### src/rtl/sb_tx_arbiter.sv
// rtl/sb_tx_arbiter.sv - round-robin arbiter sharing one sideband TX message port among LTSM requesters
package sb_tx_pkg;
    typedef logic [7:0] SB_msg_t;
endpackage

module sb_tx_arbiter
    import sb_tx_pkg::*;
#(
    parameter int N_REQ = 4,
    parameter int OWN_W = $clog2(N_REQ)
) (
    input  logic              clk_100MHz,
    input  logic              reset,
    input  logic [N_REQ-1:0]  req_valid_i,
    input  SB_msg_t           req_msg_i [N_REQ],
    input  logic [63:0]       req_data_i [N_REQ],
    output logic [N_REQ-1:0]  req_grant_o,
    output logic [N_REQ-1:0]  req_done_o,
    output logic [N_REQ-1:0]  req_timeout_o,
    output SB_msg_t           SB_TX_msg_o,
    output logic [63:0]       SB_TX_dataBus_o,
    output logic              SB_TX_msg_valid_o,
    input  logic              SB_TX_msg_sendNextFlag_i,
    input  logic              SBmessage_retry_timeout_flag,
    output logic              reset_SBmessage_retry_timeout,
    output logic [OWN_W-1:0]  owner_o,
    output logic              busy_o
);

    typedef enum logic [1:0] {
        IDLE = 2'd0,
        SEND = 2'd1,
        GAP  = 2'd2
    } state_t;

    state_t             state_q, state_d;
    logic [OWN_W-1:0]   rr_ptr_q;
    logic [OWN_W-1:0]   owner_q;
    SB_msg_t            msg_q;
    logic [63:0]        data_q;
    logic               first_q;

    logic [OWN_W-1:0]   win_idx;
    logic               win_found;
    logic [OWN_W:0]     cand;
    logic               load;
    logic               done_ev;
    logic               tmo_ev;
    logic [N_REQ-1:0]   owner_oh;
    logic [OWN_W-1:0]   rr_next;

    // Search starts at rr_ptr and wraps, so the last owner is considered last.
    always_comb begin
        win_found = 1'b0;
        win_idx   = '0;
        cand      = '0;
        for (int i = 0; i < N_REQ; i++) begin
            cand = {1'b0, rr_ptr_q} + (OWN_W+1)'(i);
            if (cand >= (OWN_W+1)'(N_REQ)) begin
                cand = cand - (OWN_W+1)'(N_REQ);
            end
            if (!win_found && req_valid_i[cand[OWN_W-1:0]]) begin
                win_found = 1'b1;
                win_idx   = cand[OWN_W-1:0];
            end
        end
    end

    // sendNext has priority over timeout; both are ignored outside SEND.
    always_comb begin
        state_d = state_q;
        load    = 1'b0;
        done_ev = 1'b0;
        tmo_ev  = 1'b0;
        case (state_q)
            IDLE: begin
                if (win_found) begin
                    load    = 1'b1;
                    state_d = SEND;
                end
            end
            SEND: begin
                if (SB_TX_msg_sendNextFlag_i) begin
                    done_ev = 1'b1;
                    state_d = GAP;
                end else if (SBmessage_retry_timeout_flag) begin
                    tmo_ev  = 1'b1;
                    state_d = GAP;
                end
            end
            GAP:     state_d = IDLE;
            default: state_d = IDLE;
        endcase
    end

    always_comb begin
        owner_oh          = '0;
        owner_oh[owner_q] = 1'b1;
    end

    assign rr_next = (owner_q == OWN_W'(N_REQ-1)) ? '0 : owner_q + OWN_W'(1);

    // A message caught by reset is discarded, so completion pulses are gated by reset.
    assign req_grant_o                   = (state_q == SEND) ? owner_oh : '0;
    assign req_done_o                    = (done_ev && reset) ? owner_oh : '0;
    assign req_timeout_o                 = (tmo_ev && reset) ? owner_oh : '0;
    assign SB_TX_msg_valid_o             = (state_q == SEND);
    assign busy_o                        = (state_q == SEND);
    assign SB_TX_msg_o                   = msg_q;
    assign SB_TX_dataBus_o               = data_q;
    assign owner_o                       = owner_q;
    assign reset_SBmessage_retry_timeout = first_q;

    always_ff @(posedge clk_100MHz) begin
        if (!reset) begin
            state_q  <= IDLE;
            rr_ptr_q <= '0;
            owner_q  <= '0;
            msg_q    <= '0;
            data_q   <= '0;
            first_q  <= 1'b0;
        end else begin
            state_q <= state_d;
            first_q <= load;
            if (load) begin
                owner_q <= win_idx;
                msg_q   <= req_msg_i[win_idx];
                data_q  <= req_data_i[win_idx];
            end
            if (done_ev || tmo_ev) begin
                rr_ptr_q <= rr_next;
            end
        end
    end

endmodule

### config.mk
export PLATFORM = sky130hd
export DESIGN_NAME = sb_tx_arbiter
export DESIGN_NICKNAME = d
export VERILOG_FILES = /design/src/rtl/sb_tx_arbiter.sv
export SDC_FILE = /design/constraint.sdc
export NUM_CORES = 1
export LEC_CHECK = 0
export CAP_MARGIN = 25
export CORE_AREA = 2 2 151 153
export DETAILED_ROUTE_END_ITERATION = 7
export DIE_AREA = 0 0 153 155
export PLACE_DENSITY = 0.7
export SYNTH_ARGS = -nofsm -noshare
export SYNTH_HDL_FRONTEND = slang
export SYNTH_SLANG_ARGS = --single-unit
### constraint.sdc
create_clock -name clk_100MHz -period 2.33 [get_ports clk_100MHz]
set_input_delay 0.233 -clock clk_100MHz [delete_from_list [all_inputs] [get_ports clk_100MHz]]
set_output_delay 0.233 -clock clk_100MHz [all_outputs]
set_load 0.02 [all_outputs]
; Word-level counts from Yosys, hierarchy flattened
; Index checks and enable logic that the tools add are counted.
[word_totals]
input_bits = 296
wordCells = 85
out_inout_bits = 89
regBits = 79
[op_classes]
addsub = 8
order_cmp = 11
n_bitwise = 1
muxes = 43
eq_ne = 4
n_reduce_logical = 12
[op_table]
columns = op, n
row1 = 64-bit binary-select mux with 2-bit select, 1
row2 = 64-bit 2-to-1 mux, 2
row3 = 2-bit 2-to-1 mux, 12
row4 = 8-bit binary-select mux with 2-bit select, 1
row5 = 1-bit 2-to-1 mux, 16
row6 = 8-bit 2-to-1 mux, 2
row7 = 2-bit by 3-bit less-than comparator with 1-bit output (second input constant), 5
row8 = 3-bit greater-or-equal comparator (second input constant), 4
row9 = 4-bit 2-to-1 mux, 3
row10 = 1-bit binary-select mux with 2-bit select, 4
row11 = 2-bit by 1-bit subtractor with 2-bit output (second input constant), 4
row12 = 2-bit by 2-bit adder with 3-bit output (second input constant), 2
row13 = 1-bit logical AND, 6
row14 = 2-bit one-hot mux with 2 select lines, 1
row15 = 2-bit by 1-bit adder with 3-bit output (second input constant), 1
row16 = 2-bit by 3-bit greater-or-equal comparator with 1-bit output (second input constant), 1
row17 = 1-bit logical NOT, 3
row18 = 3-bit by 1-bit != test with 1-bit output (second input constant), 1
row19 = 2-bit NOT with 3-bit output, 1
row20 = 2-bit by 1-bit adder with 2-bit output (second input constant), 1
row21 = 1-bit demux with 2-bit select, 1
row22 = 2-bit by 1-bit equality test with 1-bit output (second input constant), 1
row23 = 2-bit equality test (second input constant), 1
row24 = 2-bit by 1-bit greater-or-equal comparator with 1-bit output (second input constant), 1
row25 = other kinds (4), 4

; Logic depth before layout (Yosys ltp)
[logic_depth]
ltp_word = 18
depth_mapped = 7
mapped_depth_nobuf = 5

; Least setup slack after synthesis
; Ideal clock, no wire load.
[synth_timing]
path_type = register to output
startpoint = register state_q[0]
endpoint = output req_timeout_o[0]
t_required_ns = 2.097
stages_incl_launch_ff = 6
setup_slack_ns = 0.543
arrival_ns = 1.554
path_buffers = 1
cell_sequence = dfxtp_1 nor2b_1 clkbuf_1 nand2_1 nor3b_1 and2_1
[synth_between]
elab_chain_cells = 4
[synth_lines]
columns = item, line
row1 = "start, declared", 36  ; state_t state_q, state_d;
row2 = "start signal, assigned", 123  ; state_q <= state_d;
row3 = 2-bit by 1-bit equality test with 1-bit output, -
row4 = via SB_TX_msg_valid_o, 22  ; output logic SB_TX_msg_valid_o,
row5 = 1-bit 2-to-1 mux, 75  ; case (state_q)
row6 = 1-bit logical AND, 106  ; assign req_timeout_o = (tmo_ev && reset) ? owner_oh : '0;
row7 = 4-bit 2-to-1 mux, 106
row8 = "end, declared", 19  ; output logic [N_REQ-1:0] req_timeout_o,
; The timed path passes the listed nets, and every way through them passes these cells.

; Final worst setup path
[layout_timing]
startpoint = register rr_ptr_q[1]
endpoint = register msg_q[5], in the netlist SB_TX_msg_o[5]
[layout_between]
elab_chain_cells = 18
elab_cells_between_ends = 43
classes_between = add/sub (7) / order compare (4) / mux (25) / bitwise (1) / reduce/logical (6)
[layout_lines]
columns = item, line
row1 = "start, declared", 37  ; logic [OWN_W-1:0] rr_ptr_q;
row2 = "start signal, assigned", 131  ; rr_ptr_q <= rr_next;
row3 = "parallel branches: the longest is 18 deep, another holds 2-bit by 1-bit adder with 3-bit output", -
row4 = "end signal, assigned", 127  ; msg_q <= req_msg_i[win_idx];
row5 = "end, declared", 39  ; SB_msg_t msg_q;
; Several ways; the timed one is not identified. The select of a mux whose other input is x is not followed.
; A chain may end at the register's enable or synchronous reset.

==> flow_summary_export.csv <==
group,metric,value,unit
drt,routed_via_density,4.89,
power_and_ir_drop,ir_drop,326,uV
place,io_buffers,384,
clock_network,postCtsSetupRepairBufs,0,
logic_synthesis,synth.cell_area,4890,um^2
layout,area_delta_synth_final,93.8,%
sta,whs,0.218,ns
logic_synthesis,synth-seq-cells,79,
layout,nNetsFinal,1191,
sta,rsz0062_at_grt,"no",
logic_synthesis,synth_nets,808,
worst_hold_path,hold_path_class,"primary input to register",
logic_synthesis,yosysTopAreaCell,"dfxtp_1",
setup_path,reg2reg_to,"SB_TX_msg_o[5]",
setup_path,critPathRequiredTime,2.52,ns
clock_network,hold_buffers,0,
die,die_h,155,um
clock_network,cts_resized,9,
global_route,grt_max_degree,67,
drt,drc,0,
global_route,first_global_vias,5929,
global_route,grt_use_met3,4.37,%
sta,skew,0.00941,ns
sta,setup_viol,0,
global_route,antenna_found_initial,1,
layout,nFillCells,2217,
die,start_util,22.0,%
global_route,track_usage,17.1,%
setup_path,crit_start,"rr_ptr_q[1]",
place,dp_hpwl,16300,um
drt,routedWlPerCell,17.9,um
logic_synthesis,synth_common_cells,"mux2i_1 (121), dfxtp_1 (79), a311oi_1 (52)",
global_route,grt_pass1_wl,32200,um
logic_synthesis,synth_flop_cell,"dfxtp_1",
drt,drtIter0Drc,213,
clock_network,clk_pin_slew,0.06,ns
layout,final_core_util,42.7,%
job,max_cap_violations,0,
setup_path,regToRegSetupSlack,0.12,ns
die,num_rows,55,
power_and_ir_drop,p_leak,4.00,nW
clock_network,cts.sinks,79,
clock_network,clkLatencyLatePin,0.34,ns
logic_synthesis,ys_warn_count,0,
clock_network,htreeDepth,3,
drt,vias,5776,
power_and_ir_drop,p_per_area,584,nW/um^2
clock_network,cts_root_buf,"clkbuf_16",
logic_synthesis,yosysMostFrequentCell,"mux2i_1",
logic_synthesis,synth_edf_count,0,
logic_synthesis,synth_cell_types,34,
logic_synthesis,syn_inst,508,
drt,drt-total-wl,21200,um
sta,period_share,94.9,%
sta,max_freq,0.452,GHz
die,core_area,22200,um^2
outcome,status,"completed",
global_route,grt_most_used_layer,"met2",
global_route,gr-usage-met1,19.3,%
setup_path,critPathLaunchType,"register",
die,die_area,23700,um^2
layout,drive_gt1_share,7.60,%
setup_path,reg2reg_depth,6,
setup_path,crit_path_end,"SB_TX_msg_o[5]",
layout,multi_input_area,2980,um^2
logic_synthesis,async_flop_share,0,%
drt,ant_nets,0,
sta,period_minus_slack,2.21,ns
setup_path,end_kind,"register",
setup_path,crit_type,"register to register",
logic_synthesis,yosysSeqAreaShare,32.3,%
sta,fin_setup_tns,0,ns
clock_network,cts_max_path_buffers,2,
global_route,gr-total-overflow,0,
logic_synthesis,netlist.area_leader.share,32.3,%
place,gp_congestion,0.789,
drt,dr.pass1.iters,4,
layout,seq_area,1580,um^2
sta,max_slew_margin,55.4,%
global_route,grt_util_met2,31.1,%
clock_network,cts_made_buffers,9,
sta,finalHoldViolCount,0,
power_and_ir_drop,power.total,5.54,mW
die,die_w,153,um
sta,worstMarginPinSlew,0.669,ns
logic_synthesis,synth_area_leaders,"dfxtp_1 (32%), mux2i_1 (25%), a311oi_1 (9.3%), o221ai_1 (6.1%), nand3_1 (3.5%)",
setup_path,arrival,2.40,ns
setup_path,crit_fanout,14,
clock_network,cts_tree,"yes",
logic_synthesis,syn_area_per_cell,9.64,um^2
setup_path,r2r_start,"rr_ptr_q[1]",
die,boundaryPins,385,
sta,drv_slew,0,
-- layer usage --
metal | wire length (um) | vias to the layer above
met1 | 8320 | 2698
li1 | - | 2754
met2 | 10700 | 295
met4 | 561 | 0
met5 | 0 | -
met3 | 1590 | 29
-- per-stage QoR --
step | setup slack, ns | cells | area (um^2)
6_report | 0.119 | 1181 | 9490
3_5_place_dp | -0.187 | 1165 | 9200
2_1_floorplan | 0.543 | 508 | 4890
4_1_cts | 0.114 | 1180 | 9480
3_3_place_gp | -0.109 | 1165 | 9200
5_1_grt | 0.0171 | 1181 | 9490
-- area by class of cell --
cell class	count	area share [%]
multi-input combinational	373	31.4
clock inverter	6	0.659
sequential	79	16.7
tap	285	3.76
antenna	1	0.0264
timing repair buffer	424	45.0
clock buffer	9	2.37
inverter	4	0.158
-- power by group --
part / switching [mW] / internal [mW]
Sequential: 0.135 / 1.58
Clock: 0.614 / 0.821
Combinational: 1.07 / 1.32
Total: 1.82 / 3.72
-- how the worst min path moves through the flow --
stage | startpoint | slack (ns) | cells past startpoint | end
after floorplan | SBmessage_retry_timeout_flag | 0.37 | 2 | state_q[1]
after global placement | SB_TX_dataBus_o[3] | 0.45 | 2 | SB_TX_dataBus_o[3]
after detailed placement | SB_TX_dataBus_o[3] | 0.46 | 2 | SB_TX_dataBus_o[3]
after CTS | reset | 0.20 | 3 | state_q[1]
after global routing | reset | 0.21 | 3 | state_q[1]
final | reset | 0.22 | 3 | state_q[1]
-- logic make-up (layout without fill, tap and decap cells) --
group | Yosys count | after routing | synth area share, %
flip-flops | 79 | 79 | 32.3
multiplexers | 121 | 121 | 24.7
AO/OA/AOI/OAI | 121 | 121 | 20.6
other | 0 | 1 | 0
buffers and inverters | 56 | 443 | 7.39
adder cells (fa/ha/maj) | 4 | 4 | 1.02
AND/OR/NAND/NOR | 127 | 127 | 14.0
-- worst max-delay path, cell delays in order (launching register included) --
cell      delay, ns
dfxtp_1        0.44
mux2i_1        0.39
o221ai_4       0.28
buf_12         0.24
and3_1         0.17
a311oi_1       0.44
a311oi_1       0.08
-- state kept, by name, summed over array words and instances, names as in the netlist --
register,flops
SB_TX_dataBus_o,64
SB_TX_msg_o,8
owner_o,2
reset_SBmessage_retry_timeout,1
rr_ptr_q,2
state_q,2
-- cell usage in the layout, fill, tap and decap left out, drive strengths merged, types with 2 or more instances in the layout --
cell and n:
clkdlybuf4s50 375, mux2i 121, dfxtp 79, a311oi 52
buf 41, nor2 35, nand3 35, o221ai 34
and3 27, o21ai 14, a2bb2oi 13, and2 12
clkbuf 9, dlygate4sd2 8, nand2 6, nor2b 4
a21oi 4, ha 4, inv 4, clkinvlp 3
nor4 2, clkinv 2, nor3 2
Power figures use the tool's default switching activity.
